--- config.mk ---
export PLATFORM = sky130hd
export DESIGN_NAME = mem_access_scheduler
export DESIGN_NICKNAME = d
export VERILOG_FILES = /design/src/rtl/mem_sched_pkg.sv /design/src/rtl/mem_access_scheduler_lat.sv /design/src/rtl/mem_access_scheduler.sv
export SDC_FILE = /design/constraint.sdc
export NUM_CORES = 1
export LEC_CHECK = 0
export CORE_AREA = 2 2 145 91
export CTS_BUF_LIST = sky130_fd_sc_hd__clkbuf_4 sky130_fd_sc_hd__clkbuf_8
export CTS_CLUSTER_DIAMETER = 60
export DETAILED_ROUTE_END_ITERATION = 10
export DIE_AREA = 0 0 147 93
export GPL_TIMING_DRIVEN = 0
export HOLD_SLACK_MARGIN = 0.02
export PLACE_DENSITY = 0.79
export SLEW_MARGIN = 20
export SYNTH_ARGS = -nofsm -noshare
export SYNTH_HDL_FRONTEND = slang
export SYNTH_SLANG_ARGS = --single-unit
--- constraint.sdc ---
create_clock -name clock -period 4.6 [get_ports clock]
set_input_delay 0.46 -clock clock [delete_from_list [all_inputs] [get_ports clock]]
set_output_delay 0.46 -clock clock [all_outputs]
set_load 0.01 [all_outputs]
--- src/rtl/mem_sched_pkg.sv ---
// mem_sched_pkg: shared types and constants for the memory access scheduler.
//   ROB_INVALID  - tag shown on cdb_rob when no broadcast is in progress
//   sched_state_e - scheduler FSM states
//   mem_op_e     - latched operation of the in-flight access
//   STARVE_W / LAT_W - widths of the starvation and latency counters
package mem_sched_pkg;

    localparam int unsigned STARVE_W = 4;
    localparam int unsigned LAT_W    = 4;

    localparam logic [5:0] ROB_INVALID = 6'd16;

    typedef enum logic [1:0] {
        IDLE,
        ACCESS,
        BCAST
    } sched_state_e;

    typedef enum logic {
        OP_LD = 1'b0,
        OP_ST = 1'b1
    } mem_op_e;

endpackage

--- src/rtl/mem_access_scheduler_lat.sv ---
// mem_lat_timer: memory latency down-counter.
//   clock, reset - system clock, asynchronous active-high reset
//   load_i       - reload with MEM_LAT-1 (request accepted this edge)
//   dec_i        - count down (an access is in progress)
//   done_o       - high while the count is zero, i.e. the last ACCESS cycle
module mem_lat_timer
    import mem_sched_pkg::*;
#(
    parameter int unsigned MEM_LAT = 2
) (
    input  logic clock,
    input  logic reset,
    input  logic load_i,
    input  logic dec_i,
    output logic done_o
);

    logic [LAT_W-1:0] lat_cnt_q, lat_cnt_d;

    always_comb begin
        lat_cnt_d = lat_cnt_q;
        if (load_i) begin
            lat_cnt_d = LAT_W'(MEM_LAT - 1);
        end else if (dec_i && (lat_cnt_q != '0)) begin
            lat_cnt_d = lat_cnt_q - LAT_W'(1);
        end
    end

    always_ff @(posedge clock or posedge reset) begin
        if (reset) begin
            lat_cnt_q <= '0;
        end else begin
            lat_cnt_q <= lat_cnt_d;
        end
    end

    assign done_o = (lat_cnt_q == '0);

endmodule

--- src/rtl/mem_access_scheduler.sv ---
// mem_access_scheduler: shares the single data-memory port between load issue
// and store commit, runs each access for MEM_LAT cycles and broadcasts load
// results on a CDB lane with a req/grant handshake.
//   clock, reset              - clock, asynchronous active-high reset
//   ld_valid/ld_addr/ld_rob   - load request in;  ld_ready - load accepted
//   st_valid/st_addr/st_data  - store commit in;  st_ready - store accepted
//   flush                     - ROB flush, aborts an in-flight load
//   mem_en/mem_we/mem_addr/mem_wdata/mem_rdata - memory port
//   cdb_req/cdb_grant/cdb_data/cdb_rob         - CDB broadcast handshake
//   busy                      - scheduler not in IDLE
// Optional: define MEMSCHED_ST_FWD_EN to forward the last store's data to a
// load of the same address without a memory access.
module mem_access_scheduler
    import mem_sched_pkg::*;
#(
    parameter int unsigned ADDR_W       = 32,
    parameter int unsigned DATA_W       = 32,
    parameter int unsigned ROB_W        = 6,
    parameter int unsigned MEM_LAT      = 2,
    parameter int unsigned STARVE_LIMIT = 4
) (
    input  logic              clock,
    input  logic              reset,
    input  logic              ld_valid,
    input  logic [ADDR_W-1:0] ld_addr,
    input  logic [ROB_W-1:0]  ld_rob,
    output logic              ld_ready,
    input  logic              st_valid,
    input  logic [ADDR_W-1:0] st_addr,
    input  logic [DATA_W-1:0] st_data,
    output logic              st_ready,
    input  logic              flush,
    output logic              mem_en,
    output logic              mem_we,
    output logic [ADDR_W-1:0] mem_addr,
    output logic [DATA_W-1:0] mem_wdata,
    input  logic [DATA_W-1:0] mem_rdata,
    output logic              cdb_req,
    input  logic              cdb_grant,
    output logic [DATA_W-1:0] cdb_data,
    output logic [ROB_W-1:0]  cdb_rob,
    output logic              busy
);

    sched_state_e         state_q;
    mem_op_e              op_q;
    logic [ROB_W-1:0]     rob_q;
    logic [STARVE_W-1:0]  starve_cnt_q, starve_cnt_d;
    logic                 mem_en_q, mem_we_q, cdb_req_q, busy_q;
    logic [ADDR_W-1:0]    mem_addr_q;
    logic [DATA_W-1:0]    mem_wdata_q, cdb_data_q;
    logic [ROB_W-1:0]     cdb_rob_q;

    logic                 idle, load_prio, ld_win, ld_grant, st_grant, lat_done;
    logic                 fwd_hit;
    logic [DATA_W-1:0]    fwd_data;

    // Readies are gated by reset so every output reads 0 while reset is held.
    assign idle      = (state_q == IDLE) && !reset;
    assign load_prio = (starve_cnt_q >= STARVE_W'(STARVE_LIMIT));
    // A flushed load never wins, so a waiting store may proceed instead.
    assign ld_win    = ld_valid && !flush && (load_prio || !st_valid);
    assign ld_grant  = idle && ld_win;
    assign st_grant  = idle && st_valid && !ld_win;
    assign ld_ready  = ld_grant;
    assign st_ready  = st_grant;

    always_comb begin
        starve_cnt_d = starve_cnt_q;
        if (ld_grant) begin
            starve_cnt_d = '0;
        end else if (st_grant && ld_valid && (starve_cnt_q != '1)) begin
            starve_cnt_d = starve_cnt_q + STARVE_W'(1);
        end
    end

    mem_lat_timer #(
        .MEM_LAT(MEM_LAT)
    ) u_lat_timer (
        .clock (clock),
        .reset (reset),
        .load_i(ld_grant || st_grant),
        .dec_i (state_q == ACCESS),
        .done_o(lat_done)
    );

`ifdef MEMSCHED_ST_FWD_EN
    logic              fwd_valid_q;
    logic [ADDR_W-1:0] fwd_addr_q;
    logic [DATA_W-1:0] fwd_data_q;

    always_ff @(posedge clock or posedge reset) begin
        if (reset) begin
            fwd_valid_q <= 1'b0;
            fwd_addr_q  <= '0;
            fwd_data_q  <= '0;
        end else if (st_grant) begin
            fwd_valid_q <= 1'b1;
            fwd_addr_q  <= st_addr;
            fwd_data_q  <= st_data;
        end
    end

    assign fwd_hit  = fwd_valid_q && (fwd_addr_q == ld_addr);
    assign fwd_data = fwd_data_q;
`else
    assign fwd_hit  = 1'b0;
    assign fwd_data = '0;
`endif

    always_ff @(posedge clock or posedge reset) begin
        if (reset) begin
            state_q      <= IDLE;
            op_q         <= OP_LD;
            rob_q        <= '0;
            starve_cnt_q <= '0;
            mem_en_q     <= 1'b0;
            mem_we_q     <= 1'b0;
            mem_addr_q   <= '0;
            mem_wdata_q  <= '0;
            cdb_req_q    <= 1'b0;
            cdb_data_q   <= '0;
            cdb_rob_q    <= ROB_W'(ROB_INVALID);
            busy_q       <= 1'b0;
        end else begin
            starve_cnt_q <= starve_cnt_d;
            case (state_q)
                IDLE: begin
                    if (st_grant) begin
                        state_q     <= ACCESS;
                        op_q        <= OP_ST;
                        mem_en_q    <= 1'b1;
                        mem_we_q    <= 1'b1;
                        mem_addr_q  <= st_addr;
                        mem_wdata_q <= st_data;
                        busy_q      <= 1'b1;
                    end else if (ld_grant) begin
                        op_q   <= OP_LD;
                        rob_q  <= ld_rob;
                        busy_q <= 1'b1;
                        if (fwd_hit) begin
                            state_q    <= BCAST;
                            cdb_req_q  <= 1'b1;
                            cdb_data_q <= fwd_data;
                            cdb_rob_q  <= ld_rob;
                        end else begin
                            state_q    <= ACCESS;
                            mem_en_q   <= 1'b1;
                            mem_we_q   <= 1'b0;
                            mem_addr_q <= ld_addr;
                        end
                    end
                end
                ACCESS: begin
                    if ((op_q == OP_LD) && flush) begin
                        state_q  <= IDLE;
                        mem_en_q <= 1'b0;
                        busy_q   <= 1'b0;
                    end else if (lat_done) begin
                        mem_en_q <= 1'b0;
                        mem_we_q <= 1'b0;
                        if (op_q == OP_ST) begin
                            state_q <= IDLE;
                            busy_q  <= 1'b0;
                        end else begin
                            state_q    <= BCAST;
                            cdb_req_q  <= 1'b1;
                            cdb_data_q <= mem_rdata;
                            cdb_rob_q  <= rob_q;
                        end
                    end
                end
                BCAST: begin
                    // A grant on the flush edge still completes the broadcast;
                    // both paths end the same way.
                    if (cdb_grant || flush) begin
                        state_q   <= IDLE;
                        cdb_req_q <= 1'b0;
                        cdb_rob_q <= ROB_W'(ROB_INVALID);
                        busy_q    <= 1'b0;
                    end
                end
                default: begin
                    state_q <= IDLE;
                end
            endcase
        end
    end

    assign mem_en    = mem_en_q;
    assign mem_we    = mem_we_q;
    assign mem_addr  = mem_addr_q;
    assign mem_wdata = mem_wdata_q;
    assign cdb_req   = cdb_req_q;
    assign cdb_data  = cdb_data_q;
    assign cdb_rob   = cdb_rob_q;
    assign busy      = busy_q;

endmodule

After elaboration in Yosys (flattened, before gate mapping) --
Index checks and enable logic that the tools add are counted.
Cells by class: add/sub/neg operators 2, order comparisons 1, eq/ne operators 10, multiplexer cells 36, bitwise gates (word level) 3, reduce and logical (&&, ||, !) cells 35
Operators with widths (number):
- $mux 32 | 2
- $mux 6 | 4
- $mux 4 | 4
- $mux 1 | 14
- $mux 2 | 6
- $pmux 6 s2 | 1
- $logic_and 1x1->1 | 10
- $reduce_and 5->1 | 2
- $reduce_bool 2->1 | 5
- $ne 3x3->1 const B | 3
- $reduce_and 3->1 | 3
- $ne 2x2->1 const B | 4
- $reduce_and 4->1 | 2
- $pmux 1 s2 | 3
- $pmux 2 s3 | 1
- $add 4x1->4 const B | 1
- $ge 4x3->1 const B | 1
- $logic_not 1->1 | 4
- $logic_not 4->1 | 1
- $ne 4x4->1 const B | 1
- $reduce_and 2->1 | 2
- $reduce_bool 4->1 | 1
- $sub 4x1->4 const B | 1
- $logic_or 1x1->1 | 3
- other kinds (6) | 8
Word-level totals: flip-flop bits (word level) 123, input port bits 140, output and inout bits 108, logic and storage cells 100

Depth between registers and ports, before layout --
Gate-level depths: netlist (run 1).
depth after elaboration 9, gate-level depth with buffers 9, gate-level depth less buffers 7

Modules after synthesis --
A second synthesis (run 1) with hierarchy kept.
Unflattened totals: cells, all modules 376, area total of the unflattened synthesis 5313.8 sq um
Modules (own cells, without submodules):
- mem_access_scheduler | times used 1, cells each 352, area each 5072.4 sq um, sequential area each 2979.1 sq um
- mem_lat_timer | times used 1, cells each 24, area each 241.5 sq um, sequential area each 100.1 sq um

Worst setup path after synthesis (run 1) --
OpenSTA, ideal clock, no wires.
path kind reg-to-reg, start register state_q[1], end register cdb_req_q (netlist: cdb_req), library setup time 0.118 ns, arrival time 1.916 ns, data required time 4.482 ns, path slack 2.566 ns, stages on the path, launching flop included 10, path buffers 3, period minus slack after synthesis 2.034 ns, cell sequence dfrtp_1 inv_1 ha_1 buf_4 nand2b_4 or4_4 buf_2 buf_6 a21o_1 a21o_1
Between the ends: word-level cells in the longest chain between the ends 3, elaborated cells on any way between the ends 9, those cells by class 6 x eq/ne; 1 x mux; 2 x reduce/logical
RTL lines:
- start: declaration | RTL line mem_access_scheduler.sv:45 | sched_state_e state_q;
- start signal: assignment | RTL line mem_access_scheduler.sv:113 | state_q <= IDLE;
- start signal: assignment | RTL line mem_access_scheduler.sv:130 | state_q <= ACCESS;
- start signal: assignment | RTL line mem_access_scheduler.sv:142 | state_q <= BCAST;
- $eq 2x1->1 / $eq 2x2->1 (equally long branches) | RTL line mem_access_scheduler.sv:127 | case (state_q)
- $ne 2x2->1 (no line) / $reduce_bool 2->1 (equally long branches)
- $reduce_and 5->1 (no line)
- end signal: assignment | RTL line mem_access_scheduler.sv:121 | cdb_req_q <= 1'b0;
- end signal: assignment | RTL line mem_access_scheduler.sv:143 | cdb_req_q <= 1'b1;
- end signal: assignment | RTL line mem_access_scheduler.sv:167 | cdb_req_q <= 1'b1;
- end: declaration | RTL line mem_access_scheduler.sv:49 | logic mem_en_q, mem_we_q, cdb_req_q, busy_q;
Parallel ways exist; a longest one is shown, timed or not. A chain may end at the register's enable or synchronous reset.

Worst setup path in the final report (run 1) --
start input port flush, end output port ld_ready
Between the ends: word-level cells in the longest chain between the ends 4
RTL lines:
- start: declaration | RTL line mem_access_scheduler.sv:32 | input logic flush,
- $logic_not 1->1 | RTL line mem_access_scheduler.sv:62 | assign ld_win = ld_valid && !flush && (load_prio || !st_valid);
- $logic_and 1x1->1 (2 in a row) | RTL line mem_access_scheduler.sv:62
- $logic_and 1x1->1 | RTL line mem_access_scheduler.sv:63 | assign ld_grant = idle && ld_win;
- end: declaration | RTL line mem_access_scheduler.sv:27 | output logic ld_ready,
No other way between the ends.

==> out/results.env, run 1 <==
STATUS='complete, no violations'
AREA_DELTA_SYNTH_FINAL_PCT=60.56
WORST_HOLD_PATH_TYPE='in -> reg'
WORST-ENDPOINT-ARRIVAL_NS=2.91
DIE_HEIGHT_UM=93
GLOBAL_ROUTE.OVERFLOW_TOTAL=0
CELL_WITH_THE_MOST_INSTANCES_ON_THE_WORST_PATH='clkdlybuf4s50_1'
TIMING_WORST_SLEW_PIN_VALUE_NS=0.7551
POWER.DENSITY_nW_PER_UM2=613.2
CRIT_PATH_CELL_TRACE='clkdlybuf4s50_1, nand2b_1, a2111oi_4, buf_2, clkdlybuf4s50_1'
MULTI_INPUT_AREA_UM2=1722
HTREEDEPTH=4
CTS_MAX_PATH_BUFFERS=2
PLACEABLECOREAREA_UM2=12410
DRC_ERRORS=0
FINALHOLDVIOLATIONS=0
POWER.STATIC_LEAKAGE_nW=3.785
CTS-BUFFERS-INSERTED=17
POST_SYNTH_NUM_CELL_TYPES=43
CLOCK_TREE_FROM_TRITONCTS='built'
GRT_PASS1_VIAS=4500
FINAL_NETS=855
SEQ_AREA_FRAC_SYNTH_PCT=60.63
GRT_FIRST_PASS_WIRELENGTH_MM=23.54
NETLIST_INSTANCES=442
FIN_CRIT_NS=3.368
DRT.ANTENNA.VIOLATING_NETS=0
LAYOUT_FILLER_CELL_COUNT=947
REGISTER_AREA_UM2=3079
INSTANCES_NO_FILL=891
GRT_ANTENNA_BEFORE_REPAIR=0
LAYOUT.CELL_AREA.NON_FILLER_UM2=8154
SYNTH_AREA_UM2=5079
GPL.FINAL_WEIGHTED_CONGESTION=0.8292
GRT_START_MAX_NET_PINS=82
TIMING.FINAL.CRIT_SHARE_PCT=73.22
HPWL_AFTER_DPL_MM=11.08
TIMING.CRITICAL_PATH.TO_TYPE='primary output'
CLK_LATENCY_NS=0.42
CTS_REPAIR_RESIZE_COUNT=0
WORST_IR_DROP_VDD_V=0.0002544
YS_FF_LATCH=123
DIE_WIDTH_UM=147
FINAL.SETUP_SKEW_NS=0.01369
HOLD-WORST-SLACK_NS=0.4625
FIN_TNS_SETUP_NS=0
HOLDBUFCOUNTCTS=0
CTS_ROOT_BUFFER='clkbuf_8'
PLACEMENTROWS=32
GRT_SETUP_UNREPAIRED='no'
WORST-ENDPOINT-REQUIRED_NS=4.14
TIMING.FINAL.MAX_SLEW_VIOLATIONS=0
POST-LAYOUT-TOTAL-POWER_mW=5.000
DRV.MAX_CAP_VIOLATION_COUNT=0
DRT_ITER0_DRC=250
CP_TOP_FAMILY='buffers and inverters'
DETAIL_ROUTE.VIAS_PER_CELL=4.912
CTS_SETUP_BUFFERS=0
SLEW_HEADROOM_PCT=49.66
POSTLAYOUTCOREUTIL_PCT=65.70
DETAILEDROUTE.FIRSTPASSITERATIONCOUNT=5
PLACEMENT.CELL_AREA_UM2=7786
POST-ROUTE-WORST-SETUP-SLACK_NS=1.232
INITIAL_CORE_UTIL_PCT=40.92
YS_WARN_COUNT=0
SETUP_SLACK_PLACEMENT_NS=1.217
SYNTHESIZED_NETLIST_NET_COUNT=589
LAYOUT-DRIVE-GT1-SHARE_PCT=11.37
POST_SYNTH_EDFFS=0
POSTSYNTH.TOPFLOPCELL='dfrtp_1'
DP_CELLS=859
SYNTH_ASYNC_SR_FLOP_SHARE_PCT=100.0
POST_DRT_WL_PER_CELL_UM=16.56
PORTBUFFERS=246
CLOCK.FMAX_MHz=296.9
TIMING.CRITICAL_PATH.SLOWEST_CELL_DELAY_NS=0.74
CTS.CLK_SLEW.WORST_PATHS_NS=0.06
WORSTSETUPPATHTYPE='in -> out'
CRIT_BUF_INV=3
FP.DIEAREA_UM2=13670
CLOCK-SINKS=123
DETAILROUTE.VIA_COUNT=4377
CRIT_PATH_TOP_DELAY_CELL='a2111oi_4'
CRITICAL_PATH_PEAK_FANOUT=10
TIMING.REG2REG.SETUP_SLACK_NS=2.27
NUM_ANTENNA_CELLS=0
GLOBAL_ROUTE.USAGE.TOTAL_PCT=22.24
WORST_SETUP_PATH_START_KIND='input pin'
IOS=248
SYN-MEAN-INSTANCE-AREA_UM2=11.49
SETUP_VIOLATORS_FINAL=0
FINAL_WL_MM=14.75
-- synthesized netlist by cell type (2+ instances only) --
library cell	n	area [um^2]
buf_1	3	11.26
mux2_1	9	101.4
nand2b_1	3	18.77
a222oi_1	32	320.3
inv_1	41	153.9
nor3b_1	8	60.06
nor2_1	10	37.54
o211ai_1	3	22.52
a21o_1	8	60.06
ha_1	7	87.58
a21oi_1	6	30.03
nand2_1	99	371.6
clkbuf_1	12	45.04
buf_2	9	45.04
nor2b_1	5	31.28
nand3_1	3	15.01
dfrtp_1	122	3053
mux2i_1	2	20.02
mux2_2	31	349.1
nor3_1	3	15.01
o21ai_0	4	20.02
-- final cells by class --
type                            instances  share of cell area [%]
Timing Repair Buffer                  247                   30.54
Clock inverter                         11                   1.197
Buffer                                 26                   1.473
Sequential cell                       123                   37.76
Tap cell                              170                   2.609
Inverter                               42                   1.995
Clock buffer                           21                   3.314
Multi-Input combinational cell        251                   21.11
-- cells by family (layout without fill, tap and decap cells) --
family	Yosys count	count (layout)	share of synthesized area (%)
simple gates	139	139	12.12
flops	123	123	60.63
buf+inv	68	347	5.469
compound gates	61	61	10.45
mux	42	42	9.263
fa+ha+maj	7	7	1.724
xor+xnor	2	2	0.3450
-- layout by cell type, fill, tap and decap left out, types with 3 or more instances in the layout --
cell type / count
nand3_1: 3
clkbuf_1: 12
o211ai_1: 3
clkinvlp_4: 4
ha_1: 7
o21ai_0: 4
clkbuf_8: 18
nor2_1: 10
clkinv_2: 4
clkdlybuf4s50_1: 246
inv_1: 40
nand2b_1: 3
nand2_1: 99
mux2_2: 31
clkbuf_4: 3
dfrtp_1: 122
a222oi_1: 32
a21oi_1: 6
nor2b_1: 5
mux2_1: 9
buf_1: 3
buf_2: 9
a21o_1: 8
nor3_1: 3
nor3b_1: 8
-- registers in the layout (all words and copies together) (netlist names) --
register and cells:
busy 1, cdb_data 32, cdb_req 1, cdb_rob 6
mem_addr 32, mem_en 1, mem_wdata 32, mem_we 1
op_q 1, rob_q 6, starve_cnt_q 4, state_q 2
u_lat_timer.lat_cnt_q 4
-- path summary, 6_finish.rpt --
| check | from | end | depth (start not counted) |
|---|---|---|---|
| setup reg to reg | state_q[0] | mem_addr[31] | 7 |
| hold reg to reg | mem_wdata[6] | mem_wdata[6] | 2 |
| max in group asynchronous | reset | cdb_rob[4] | 3 |
| min in group asynchronous | reset | cdb_data[29] | 2 |
| setup / recovery | flush | ld_ready | 5 |
| hold / removal | st_valid | op_q | 3 |
-- power by group --
group          switching [mW]  internal [mW]
Combinational           0.944           1.28
Sequential              0.295           1.59
Clock                   0.431          0.456
Total                    1.67           3.33
-- worst reg2reg max path, delay by kind of cell (launching register included) --
kind / cells / cell delay [ns]
adder cells (fa/ha/maj): 1 / 0.24
flip-flops: 1 / 0.42
AO/OA/AOI/OAI: 2 / 0.72
buffers and inverters: 3 / 0.55
AND/OR/NAND/NOR: 1 / 0.28
-- routing by layer --
layer	wire [um]	global-route usage [%]
met1	6271	28.31
met2	7025	36.42
met3	1312	7.707
met4	141	6.410
met5	0	0
No activity file was read; power rests on OpenSTA's default activity.
==> run 2, diff against run 1 <==
--- a/config.mk
+++ b/config.mk
@@ -5,14 +5,14 @@
 export SDC_FILE = /design/constraint.sdc
 export NUM_CORES = 1
 export LEC_CHECK = 0
-export CORE_AREA = 2 2 145 91
+export CORE_AREA = 2 2 153 95
 export CTS_BUF_LIST = sky130_fd_sc_hd__clkbuf_4 sky130_fd_sc_hd__clkbuf_8
 export CTS_CLUSTER_DIAMETER = 60
 export DETAILED_ROUTE_END_ITERATION = 10
-export DIE_AREA = 0 0 147 93
+export DIE_AREA = 0 0 155 97
 export GPL_TIMING_DRIVEN = 0
 export HOLD_SLACK_MARGIN = 0.02
-export PLACE_DENSITY = 0.79
+export PLACE_DENSITY = 0.75
 export SLEW_MARGIN = 20
 export SYNTH_ARGS = -nofsm -noshare
 export SYNTH_HDL_FRONTEND = slang
==> constraint.sdc (replaced) <==
create_clock -name clock -period 2.77 [get_ports clock]
set_input_delay 0.277 -clock clock [delete_from_list [all_inputs] [get_ports clock]]
set_output_delay 0.277 -clock clock [all_outputs]
set_load 0.01 [all_outputs]
==> run 2 against run 1 <==
Effect of this change:
- register-to-register slack lost 1.8 ns
- non-clock buffer count grew 5
- highest routed layer unchanged
- clock power grew 95%
- worst hold slack got worse by 0.19 ns
- core utilization decreased by 4.1 points
==> out/results.env, run 2 (synthesis results as in run 1) <==
STATUS='complete, no violations'
SLEW_HEADROOM_PCT=59.86
CLOCK.FMAX_MHz=381.3
TIMING.CRITICAL_PATH.TO_TYPE='primary output'
POWER.DENSITY_nW_PER_UM2=1029
FIN_TNS_SETUP_NS=0
GLOBAL_ROUTE.USAGE.TOTAL_PCT=19.72
MULTI_INPUT_AREA_UM2=1727
CRITICAL_PATH_PEAK_FANOUT=10
FINAL_NETS=860
WORST-ENDPOINT-REQUIRED_NS=2.49
FIN_CRIT_NS=2.622
DETAIL_ROUTE.VIAS_PER_CELL=4.911
IOS=248
CTS-BUFFERS-INSERTED=17
POWER.STATIC_LEAKAGE_nW=3.847
WORST-ENDPOINT-ARRIVAL_NS=2.35
PORTBUFFERS=246
SEQUENTIAL_SHARE_OF_POWER_PCT=36.6
P_SWITCHING_mW=2.791
TIMING.FINAL.CRIT_SHARE_PCT=94.67
PLACEABLECOREAREA_UM2=13500
SETUP_SLACK_PLACEMENT_NS=-0.1532
DETAILEDROUTE.FIRSTPASSITERATIONCOUNT=7
SETUP_VIOLATORS_FINAL=0
LAYOUT_FILLER_CELL_COUNT=1095
POST-LAYOUT-TOTAL-POWER_mW=8.561
GRT_PASS1_VIAS=4551
LAYOUT-DRIVE-GT1-SHARE_PCT=12.40
SW_FRAC_OF_TOTAL_PCT=32.60
CLK_LATENCY_NS=0.42
INITIAL_CORE_UTIL_PCT=37.61
DRT.ANTENNA.VIOLATING_NETS=0
FP.DIEAREA_UM2=15040
DRV.MAX_CAP_VIOLATION_COUNT=0
GRT_ANTENNA_BEFORE_REPAIR=0
GRT_FIRST_PASS_WIRELENGTH_MM=23.39
TIMING_WORST_SLEW_PIN_VALUE_NS=0.5981
DIE_WIDTH_UM=155
CLOCK-SINKS=123
POWER.SHARE.CLOCK_PCT=20.2
WORST_HOLD_PATH_TYPE='in -> reg'
GRT_SETUP_UNREPAIRED='no'
CLOCK_TREE_FROM_TRITONCTS='built'
HPWL_AFTER_DPL_MM=11.26
LAYOUT.CELLS.MOST_COMMON='clkdlybuf4s50_1'
MIN_PATH_CELLS=3
GLOBAL_ROUTE.OVERFLOW_TOTAL=0
FINAL.SETUP_SKEW_NS=0.01220
DRC_ERRORS=0
POST-ROUTE-WORST-SETUP-SLACK_NS=0.1476
FINALHOLDVIOLATIONS=0
INTERNAL-POWER_mW=5.770
CTS_ROOT_BUFFER='clkbuf_8'
TIMING.FINAL.MAX_SLEW_VIOLATIONS=0
LAYOUT.CELLS.MOST_COMMON_LIST='clkdlybuf4s50_1, dfrtp_1, nand2_1'
DIE_HEIGHT_UM=97
DETAILROUTE.VIA_COUNT=4425
HTREEDEPTH=4
WORSTSETUPPATHTYPE='reg -> out'
WORST_SETUP_PATH_START_KIND='flip-flop'
FINAL_WL_MM=14.69
HOLDBUFCOUNTCTS=0
NUM_ANTENNA_CELLS=0
REGISTER_AREA_UM2=3079
COMB_POWER_SHARE_PCT=43.2
PLACEMENTROWS=33
AREA_DELTA_SYNTH_FINAL_PCT=63.81
GRT_START_MAX_NET_PINS=34
CTS_MAX_PATH_BUFFERS=2
GPL.FINAL_WEIGHTED_CONGESTION=0.8083
CTS.CLK_SLEW.WORST_PATHS_NS=0.07
DRT_ITER0_DRC=253
WORST_IR_DROP_VDD_V=0.0004464
WORST_R2R_PATH_DEPTH=9
POST_DRT_WL_PER_CELL_UM=16.30
==> run 2: changes by cell type in the layout (fill, tap and decap cells not counted), sizes merged <==
cell | previous run | this run
buf | 15 | 21
bufinv | 1 | 3
clkbuf | 33 | 31
clkinv | 6 | 2
clkinvlp | 4 | 6
inv | 42 | 43
==> run 2: worst paths after layout <==
| check | from | to | slack, ns |
|---|---|---|---|
| min in group asynchronous | reset | cdb_data[26] | 0.41 |
| worst min register to register | cdb_rob[4] | cdb_rob[4] | 0.47 |
| max in group asynchronous | reset | mem_wdata[25] | 1.64 |
| worst max-delay path | state_q[0] | ld_ready | 0.15 |
| worst max register to register | state_q[0] | starve_cnt_q[2] | 0.45 |
| worst min-delay path | st_valid | op_q | 0.27 |
==> run 2: critical path: stages (launching register included) <==
cell             delay (ns)
dfrtp_1                0.41
inv_1                  0.12
ha_2                   0.23
inv_1                  0.07
a2111oi_4              0.36
buf_6                  0.20
clkdlybuf4s50_1        0.54
==> run 2: through the flow <==
step | cells | cell area (um^2) | utilization [%] | hold slack (ns)
floorplan | 442 | 5082 | - | 0.3824
global placement | 863 | 7764 | 57.50 | 0.4490
detailed placement | 867 | 7851 | 58.15 | 0.4587
CTS | 899 | 8298 | 61.46 | 0.2350
global route | 901 | 8319 | 61.62 | 0.2504
finish | 901 | 8319 | 61.62 | 0.2705
==> run 2: routing by layer <==
metal,vias up,GRT usage (%),wire [um]
met5,-,0,0
met3,15,6.900,1248
met2,207,32.21,6960
met4,0,5.627,169
li1,2067,-,-
met1,2136,24.87,6310
==> run 2: area by class of cell <==
cell class                      instances  share of cell area (%)
Buffer                                 25                   1.474
Clock buffer                           20                   3.309
Clock inverter                         12                   1.955
Inverter                               42                   1.940
Multi-Input combinational cell        251                   20.76
Sequential cell                       123                   37.01
Tap cell                              175                   2.632
Timing Repair Buffer                  253                   30.92
==> run 2: timing repair <==
item	CTS	global route
endpoints found under the setup margin	2	2
pin swaps	1	0
cloned	0	0
resized for setup	2	2
buffers inserted	1	2
==> run 2: power by group through the flow <==
stage / sequential (mW) / clock, mW / combinational (mW)
floorplan: 3.43 / 0 / 1.31
global placement: 3.10 / 0 / 3.60
detailed placement: 3.15 / 0 / 3.71
CTS: 3.13 / 1.77 / 3.73
global route: 3.24 / 1.87 / 3.99
finish: 3.14 / 1.73 / 3.70
